**src/rtl/cnt_pkg.sv**
```systemverilog
// ============================================================================
//  Module   : cnt_pkg
//  Brief    : Shared types, reset values and the modulus legality helper
//             for sync_updown_counter.
//  Revision : 1.0  initial release
// ============================================================================
`default_nettype none

package cnt_pkg;

   typedef enum logic {
      DIR_DOWN = 1'b0,
      DIR_UP   = 1'b1
   } dir_t;

   localparam int   RST_COUNT = 0;
   localparam logic RST_WRAP  = 1'b0;
   localparam logic RST_OVF   = 1'b0;

   localparam int WIDTH_MIN = 2;
   localparam int WIDTH_MAX = 16;

   function automatic bit mod_is_legal(input int width, input int modulus);
      return (width >= WIDTH_MIN) && (width <= WIDTH_MAX) &&
             (modulus >= 2) && (modulus <= (1 << width));
   endfunction

endpackage

`default_nettype wire

```
**src/rtl/mod_limit_detect.sv**
```systemverilog
// ============================================================================
//  Module   : mod_limit_detect
//  Brief    : Combinational terminal-count detect and next-count value for a
//             modulo-MOD up/down counter. Honours CNT_SATURATE_EN.
//  Revision : 1.0  initial release
// ============================================================================
`default_nettype none

module mod_limit_detect
   import cnt_pkg::*;
#(
   parameter int WIDTH = 4,
   parameter int MOD   = 16
) (
   input  logic [WIDTH-1:0] i_q,
   input  dir_t             i_dir,
   output logic [WIDTH-1:0] o_next,
   output logic             o_at_limit
);

   localparam logic [WIDTH-1:0] c_MAX = WIDTH'(MOD - 1);
   localparam logic [WIDTH-1:0] c_ONE = WIDTH'(1);

   logic w_at_max;
   logic w_at_min;

   always_comb begin
      w_at_max   = (i_q == c_MAX);
      w_at_min   = (i_q == '0);
      o_at_limit = (i_dir == DIR_UP) ? w_at_max : w_at_min;
   end

`ifdef CNT_SATURATE_EN
   // Past the limit the count simply stays put.
   always_comb begin
      if (o_at_limit)
         o_next = i_q;
      else if (i_dir == DIR_UP)
         o_next = i_q + c_ONE;
      else
         o_next = i_q - c_ONE;
   end
`else
   always_comb begin
      if (i_dir == DIR_UP)
         o_next = w_at_max ? '0 : (i_q + c_ONE);
      else
         o_next = w_at_min ? c_MAX : (i_q - c_ONE);
   end
`endif

endmodule

`default_nettype wire

```
**src/rtl/sync_updown_counter.sv**
```systemverilog
// ============================================================================
//  Module   : sync_updown_counter
//  Brief    : Synchronous up/down modulo-MOD counter with load, terminal
//             count, wrap pulse and sticky overflow. Build option
//             CNT_SATURATE_EN turns wrapping into saturation.
//  Revision : 1.0  initial release
// ============================================================================
`default_nettype none

module sync_updown_counter
   import cnt_pkg::*;
#(
   parameter int WIDTH = 4,
   parameter int MOD   = 16
) (
   input  logic             clk,
   input  logic             rst_n,
   input  logic             en,
   input  logic             up,
   input  logic             load,
   input  logic [WIDTH-1:0] load_val,
   input  logic             clr_flag,
   output logic [WIDTH-1:0] q,
   output logic [WIDTH-1:0] qbar,
   output logic             tc,
   output logic             wrap,
   output logic             ovf
);

   generate
      if (!mod_is_legal(WIDTH, MOD)) begin : g_mod_illegal
         $error("sync_updown_counter: illegal WIDTH/MOD combination");
      end
   endgenerate

   localparam logic [WIDTH-1:0] c_MAX     = WIDTH'(MOD - 1);
   localparam logic [WIDTH:0]   c_MOD_EXT = (WIDTH+1)'(MOD);

   logic [WIDTH-1:0] r_q;
   logic             r_wrap;
   logic             r_ovf;

   logic [WIDTH-1:0] w_next;
   logic             w_at_limit;
   logic [WIDTH-1:0] w_load_q;
   logic             w_count;
   logic             w_wrap_set;
   logic             w_ovf_set;

   mod_limit_detect #(
      .WIDTH (WIDTH),
      .MOD   (MOD)
   ) u_limit (
      .i_q        (r_q),
      .i_dir      (dir_t'(up)),
      .o_next     (w_next),
      .o_at_limit (w_at_limit)
   );

   // Extra bit on the compare so MOD == 2**WIDTH never clamps.
   always_comb begin
      w_load_q = ({1'b0, load_val} < c_MOD_EXT) ? load_val : c_MAX;
      w_count  = en && !load;
`ifdef CNT_SATURATE_EN
      w_wrap_set = 1'b0;
`else
      w_wrap_set = w_count && w_at_limit;
`endif
      w_ovf_set = w_count && w_at_limit;
   end

   always_ff @(posedge clk) begin
      if (!rst_n) begin
         r_q    <= WIDTH'(RST_COUNT);
         r_wrap <= RST_WRAP;
         r_ovf  <= RST_OVF;
      end else begin
         if (load) begin
            r_q    <= w_load_q;
            r_wrap <= 1'b0;
         end else if (en) begin
            r_q    <= w_next;
            r_wrap <= w_wrap_set;
         end else begin
            r_wrap <= 1'b0;
         end

         if (w_ovf_set)
            r_ovf <= 1'b1;
         else if (clr_flag)
            r_ovf <= 1'b0;
      end
   end

   assign q    = r_q;
   assign qbar = ~r_q;
   assign tc   = w_at_limit;
   assign wrap = r_wrap;
   assign ovf  = r_ovf;

endmodule

`default_nettype wire

```
**config.mk**
```make
export PLATFORM = sky130hd
export DESIGN_NAME = sync_updown_counter
export DESIGN_NICKNAME = d
export VERILOG_FILES = /design/src/rtl/cnt_pkg.sv /design/src/rtl/mod_limit_detect.sv /design/src/rtl/sync_updown_counter.sv
export SDC_FILE = /design/constraint.sdc
export NUM_CORES = 1
export LEC_CHECK = 0
export ABC_CLOCK_PERIOD_IN_PS = 3490
export BUFFER_PORTS_ARGS = -buffer_cell sky130_fd_sc_hd__buf_4
export CORE_AREA = 2 2 39 41
export CTS_CLUSTER_SIZE = 20
export DETAILED_ROUTE_END_ITERATION = 10
export DIE_AREA = 0 0 41 43
export PLACE_DENSITY = 0.62
export SYNTH_ARGS = -nofsm -noshare
export SYNTH_HDL_FRONTEND = slang
export SYNTH_SLANG_ARGS = --single-unit
```
**constraint.sdc**
```tcl
create_clock -name clk -period 3.49 [get_ports clk]
set_clock_uncertainty 0.2 [all_clocks]
set_input_delay 0.698 -clock clk [delete_from_list [all_inputs] [get_ports clk]]
set_output_delay 0.698 -clock clk [all_outputs]
set_load 0.02 [all_outputs]
```
==> flow_summary_export.csv, run 1 <==
group,metric,value,unit
global_route,track_usage,13.3,%
drt,drc,0,
clock_tree,cts-root-buf,"clkbuf_4",
logic_synthesis,synth-compound-area-share,25.5,%
drt,dr.pass1.iters,2,
timing,tightest_slew,0.248,ns
power,powerDensity,361,nW/um^2
global_route,grt_pass1_vias,363,
drt,num_vias,431,
setup_path,worstPathRequired,2.59,ns
final_layout,n_antenna_cell,0,
logic_synthesis,synthMuxAreaShare,2.48,%
final_layout,multi_input_area,241,sq um
global_route,grt_use_met1,17.7,%
logic_synthesis,synth-simple-area-share,21.4,%
setup_path,rrSetupSlack,1.76,ns
outcome,status,"completed",
power,ir_drop,0.000189,V
setup_path,cp-endpoint,"tc",
clock_tree,cts.reportedPaths.clkPinSlew,0.04,ns
timing,rsz0062_at_grt,"no",
logic_synthesis,synthDistinctLibCells,23,
final_layout,nNetsFinal,87,
placed_design,port_buffers,20,
logic_synthesis,synth_top_area_share,29.8,%
final_layout,register_area,120,sq um
global_route,grt_max_degree,9,
timing,period_share,72.2,%
timing,fin_tns_setup,0,ns
final_layout,area_growth,45.0,%
floorplan,core_area,1380,sq um
setup_path,r2r-end,"wrap$_SDFF_PP0_",
setup_path,reg2regPathDepth,4,
setup_path,worstPathMaxFanout,7,
clock_tree,holdBufCountCts,0,
logic_synthesis,synthXorXnorAreaFrac,4.35,%
drt,wl,970,um
clock_tree,cts_max_path_buffers,2,
logic_synthesis,synth_top_area_cell,"dfxtp_1",
drt,via_per_inst,4.84,
logic_synthesis,ys_warn_count,0,
logic_synthesis,synth_fa_ha_area_share,6.21,%
timing,maxSlewHeadroom,83.2,%
logic_synthesis,seq_area_frac_synth,29.8,%
clock_tree,cts_tree,"yes",
global_route,grt_util_met2,15.6,%
logic_synthesis,syn_inst,51,
timing,finalHoldViolCount,0,
setup_path,end_kind,"primary output",
logic_synthesis,synth_top_family_by_area,"compound AO/OA/AOI/OAI gates",
logic_synthesis,synth.net_count,63,
logic_synthesis,synth.area.top_cells,"dfxtp_1 (30%), inv_1 (6.5%), a21oi_1 (6.2%), ha_1 (6.2%), o21ai_0 (5.0%)",
timing,slew_viol_final,0,
setup_path,worstReg2RegStart,"q[0]$_SDFFE_PN0P_",
setup_path,cp_slowest_cell,"or4b_4",
floorplan,rows,14,
placed_design,dp_hpwl,770,um
final_layout,postLayoutCoreUtil,42.2,%
clock_tree,clkSinkCount,6,
clock_tree,cts.htree.levels,1,
floorplan,initial_core_util,29.1,%
placed_design,gp_congestion,0.843,
clock_tree,cts_resized,0,
floorplan,die_h,43,um
floorplan,die_w,41,um
drt,routedWlPerCell,10.9,um
hold_path,hold_class,"reg -> reg",
final_layout,final_cell_mix,"buf_4 (20), inv_1 (7), dfxtp_1 (6)",
final_layout,drive_above_1_share,37.0,%
clock_tree,clock_latency,0.25,ns
global_route,gr-total-overflow,0,
timing,clock.fmax,397,MHz
logic_synthesis,synth_area_per_cell,7.90,sq um
job,maxCapViolations,0,
logic_synthesis,syn_area,403,sq um
power,leakage,0.276,nW
setup_path,critPathMaxStageDelay,0.49,ns
setup_path,worstSetupPathType,"reg -> out",
timing,finalSetupViolCount,0,
clock_tree,postCtsSetupBuffers,0,
floorplan,die_area,1760,sq um
global_route,grt_first_pass_wirelength,1490,um
setup_path,cp.arrival,1.62,ns
hold_path,min-delay-start,"ovf$_SDFFE_PN0P_",
timing,fin_crit,2.52,ns
power,design_power_total,211,uW
final_layout,mostFrequentLayoutCell,"buf_4",
global_route,busiest_layer,"met1",
clock_tree,cts_buffers,3,
drt,first_iter_violations,4,
floorplan,io_pins,21,
drt,detail-route-antenna-nets,0,
setup_path,start_kind,"flip-flop",
logic_synthesis,synth-seq-cells,6,
global_route,gr-usage-met3,9.42,%
final_layout,fill_cells,147,
setup_path,crit_chain,"inv_1 > ha_1 > or4b_4 > nand2_1 > buf_4",
global_route,antenna_found_initial,0,
setup_path,crit_start,"q[0]$_SDFFE_PN0P_",
-- final cells by class --
cell class,instances,area share [%]
repair buffers,20,25.7
clock buffers,3,3.85
flip-flops and latches,6,20.6
multi-input cells,36,41.3
inverters,8,5.14
well taps,16,3.43
-- layer usage --
| layer | up-vias | wire (um) |
|---|---|---|
| met1 | 189 | 445 |
| met4 | 0 | 14 |
| met3 | 4 | 81 |
| met2 | 14 | 428 |
| met5 | - | 0 |
| li1 | 224 | - |
-- registers in the layout, indices dropped and copies added, names as in the netlist --
register	flops
wrap	1
ovf	1
q	4
-- cell usage after synthesis --
library cell,count
inv_1,7
dfxtp_1,6
a21oi_1,5
nor2_1,5
o21ai_0,4
nand2_1,3
nand3_1,3
ha_1,2
xnor2_1,2
a2111oi_2,1
a211oi_1,1
a32oi_1,1
and2_1,1
and4_1,1
buf_6,1
inv_2,1
mux2i_1,1
nand2b_1,1
nand4_1,1
o221a_2,1
o22ai_1,1
o311ai_1,1
or4b_4,1
-- report_power, final --
| part | switching (mW) | total, mW | internal, mW |
|---|---|---|---|
| clock network | 0.0243 | 0.0631 | 0.0388 |
| registers | 0.00758 | 0.0810 | 0.0734 |
| logic | 0.0348 | 0.0670 | 0.0322 |
| total | 0.0666 | 0.211 | 0.144 |
-- worst max-delay path, delay by kind of cell, from the launching register on --
family                   cells  cell delay, ns
AND/OR/NAND/NOR              2            0.59
flip-flops                   1            0.36
buffers and inverters        2            0.25
adder cells (fa/ha/maj)      1            0.19
-- logic make-up after synthesis --
logic type      after synthesis
flops                         6
fa+ha+maj                     2
mux                           1
compound gates               15
simple gates                 16
buf+inv                       9
xor+xnor                      2
-- metrics by stage --
step           setup WS, ns  hold slack [ns]  cells  instance area [sq um]
2_1_floorplan          1.10            0.395     51                    403
3_3_place_gp           1.01            0.299     86                    562
3_5_place_dp           1.01            0.305     86                    562
4_1_cts               0.955            0.315     89                    584
5_1_grt               0.863            0.348     89                    584
6_report              0.970            0.303     89                    584
-- worst min-delay path by stage --
| stage | end | cells after the start |
|---|---|---|
| 5_1_grt | ovf$_SDFFE_PN0P_ | 2 |
| 3_3_place_gp | ovf$_SDFFE_PN0P_ | 2 |
| 3_5_place_dp | ovf$_SDFFE_PN0P_ | 2 |
| 6_report | ovf$_SDFFE_PN0P_ | 2 |
| 2_1_floorplan | ovf$_SDFFE_PN0P_ | 2 |
| 4_1_cts | ovf$_SDFFE_PN0P_ | 2 |
(Power assumes the default switching activity.)
==> run 2: changes to the inputs <==
--- a/config.mk
+++ b/config.mk
@@ -5,7 +5,7 @@
 export SDC_FILE = /design/constraint.sdc
 export NUM_CORES = 1
 export LEC_CHECK = 0
-export ABC_CLOCK_PERIOD_IN_PS = 3490
+export ABC_CLOCK_PERIOD_IN_PS = 2500
 export BUFFER_PORTS_ARGS = -buffer_cell sky130_fd_sc_hd__buf_4
 export CORE_AREA = 2 2 39 41
 export CTS_CLUSTER_SIZE = 20
==> constraint.sdc (replaced) <==
create_clock -name clk -period 2.5 [get_ports clk]
set_clock_uncertainty 0.2 [all_clocks]
set_input_delay 0.5 -clock clk [delete_from_list [all_inputs] [get_ports clk]]
set_output_delay 0.5 -clock clk [all_outputs]
set_load 0.02 [all_outputs]
==> flow_summary_export.csv, run 2 (synthesis gave the netlist of run 1 again) <==
group,metric,value,unit
power,powerDensity,505,nW/um^2
global_route,grt_first_pass_wirelength,1460,um
drt,drc,0,
final_layout,design_area,584,sq um
drt,num_vias,436,
clock_tree,cts_buffers,3,
drt,highest-signal-layer,"met3",
power,ir_drop,0.000304,V
setup_path,reg2regPathDepth,4,
floorplan,rows,14,
drt,routedWlPerCell,11.0,um
hold_path,min-delay-start,"load",
hold_path,min_to,"wrap$_SDFF_PP0_",
placed_design,dpl_cell_area,562,sq um
clock_tree,cts_tree,"yes",
power,p_int,202,uW
setup_path,end_kind,"primary output",
setup_path,rrSetupSlack,0.77,ns
drt,route.met3.wl,108,um
timing,maxSlewHeadroom,83.2,%
floorplan,initial_core_util,29.1,%
drt,via_per_inst,4.90,
hold_path,holdPathStages,2,
power,clkPwrFrac,29.8,%
clock_tree,holdBufCountCts,0,
final_layout,final_cell_mix,"buf_4 (20), inv_1 (7), dfxtp_1 (6)",
placed_design,dp_hpwl,766,um
setup_path,cp_slowest_cell,"or4b_4",
placed_design,port_buffers,20,
floorplan,core_area,1380,sq um
setup_path,worstPathRequired,1.80,ns
timing,tightest_slew,0.248,ns
floorplan,die_w,41,um
power,leakage,0.276,nW
clock_tree,cts.reportedPaths.clkPinSlew,0.04,ns
drt,met1_length,460,um
timing,finalSetupViolCount,0,
clock_tree,cts-root-buf,"clkbuf_4",
setup_path,worstSetupPathType,"reg -> out",
timing,finalHoldViolCount,0,
placed_design,gp_congestion,0.815,
timing,rsz0062_at_grt,"no",
final_layout,postLayoutCoreUtil,42.2,%
timing,fin_crit,2.34,ns
placed_design,placed_cells,86,
final_layout,area_growth,45.0,%
setup_path,r2r-end,"wrap$_SDFF_PP0_",
outcome,status,"completed",
timing,clock.fmax,428,MHz
global_route,grt_max_degree,9,
final_layout,nNetsFinal,87,
global_route,track_usage,12.7,%
global_route,grt_pass1_vias,347,
setup_path,worstPathMaxFanout,7,
drt,route.met2.wl,408,um
drt,detail-route-antenna-nets,0,
floorplan,die_area,1760,sq um
final_layout,drive_above_1_share,37.0,%
setup_path,crit_chain,"inv_1 > ha_1 > or4b_4 > nand2_1 > buf_4",
setup_path,worstReg2RegStart,"q[0]$_SDFFE_PN0P_",
clock_tree,clock_latency,0.25,ns
timing,fin_tns_setup,0,ns
setup_path,timing.critical_path.buf_inv,2,
final_layout,mostFrequentLayoutCell,"buf_4",
final_layout,n_antenna_cell,0,
power,p_sw_share,31.6,%
setup_path,cp.arrival,1.64,ns
timing,period_share,93.5,%
setup_path,start_kind,"flip-flop",
clock_tree,cts_max_path_buffers,2,
power,p_switching,93.4,uW
setup_path,crit_start,"q[0]$_SDFFE_PN0P_",
clock_tree,cts.htree.levels,1,
drt,dr.pass1.iters,4,
final_layout,final_cell_count_no_fill,89,
clock_tree,postCtsSetupBuffers,0,
clock_tree,cts_resized,0,
clock_tree,clkSinkCount,6,
job,maxCapViolations,0,
setup_path,critPathMaxStageDelay,0.49,ns
power,p_seq_share,38.3,%
timing,slew_viol_final,0,
drt,wl,977,um
global_route,gr-total-overflow,0,
global_route,antenna_found_initial,0,
hold_path,hold_class,"in -> reg",
floorplan,io_pins,21,
drt,first_iter_violations,11,
final_layout,largest_reg_flops,4,
setup_path,path_delay_family,"simple AND/OR/NAND/NOR gates",
floorplan,die_h,43,um
power,power_frac_comb,31.9,%
==> run 2: cell counts in the layout (fill, tap and decap cells not counted) <==
No cell type changed its count.
==> run 2: how the worst max path moves through the flow <==
stage                     depth (start not counted)  endpoint
after detailed placement                          4        tc
after CTS                                         5        tc
after floorplan                                   4        tc
after global routing                              5        tc
after global placement                            4        tc
final                                             5        tc
==> run 2: layout make-up <==
class | instances | area (sq um)
multi-input cells | 36 | 241
flip-flops and latches | 6 | 120
clock buffers | 3 | 22.5
fillers | 145 | 800
well taps | 16 | 20.0
repair buffers | 20 | 150
inverters | 8 | 30.0
==> run 2: metal layers <==
metal / global-route usage (%) / up-vias
met5: 0 / -
met1: 19.0 / 189
met4: 2.00 / 0
li1: - / 226
met2: 14.4 / 21
met3: 9.42 / 0
==> run 2: power by group through the flow <==
stage	Sequential, mW	Clock [mW]	Combinational [mW]
5_1_grt	0.114	0.0965	0.103
4_1_cts	0.113	0.0935	0.0950
3_3_place_gp	0.114	0	0.0941
2_1_floorplan	0.120	0	0.0489
3_5_place_dp	0.115	0	0.0945
6_report	0.113	0.0879	0.0942
==> run 2: metrics by stage <==
stage	total power, mW	hold WS (ns)	worst slack [ns]
floorplan	0.169	0.379	0.324
finish	0.295	0.254	0.163
global route	0.313	0.257	0.0614
global placement	0.209	0.299	0.418
CTS	0.301	0.246	0.154
detailed placement	0.209	0.323	0.411
==> run 2: worst reg2reg max path, stage by stage (launching register included) <==
cell	delay [ns]
dfxtp_1	0.36
inv_1	0.10
ha_1	0.19
or4b_4	0.49
a2111oi_2	0.29
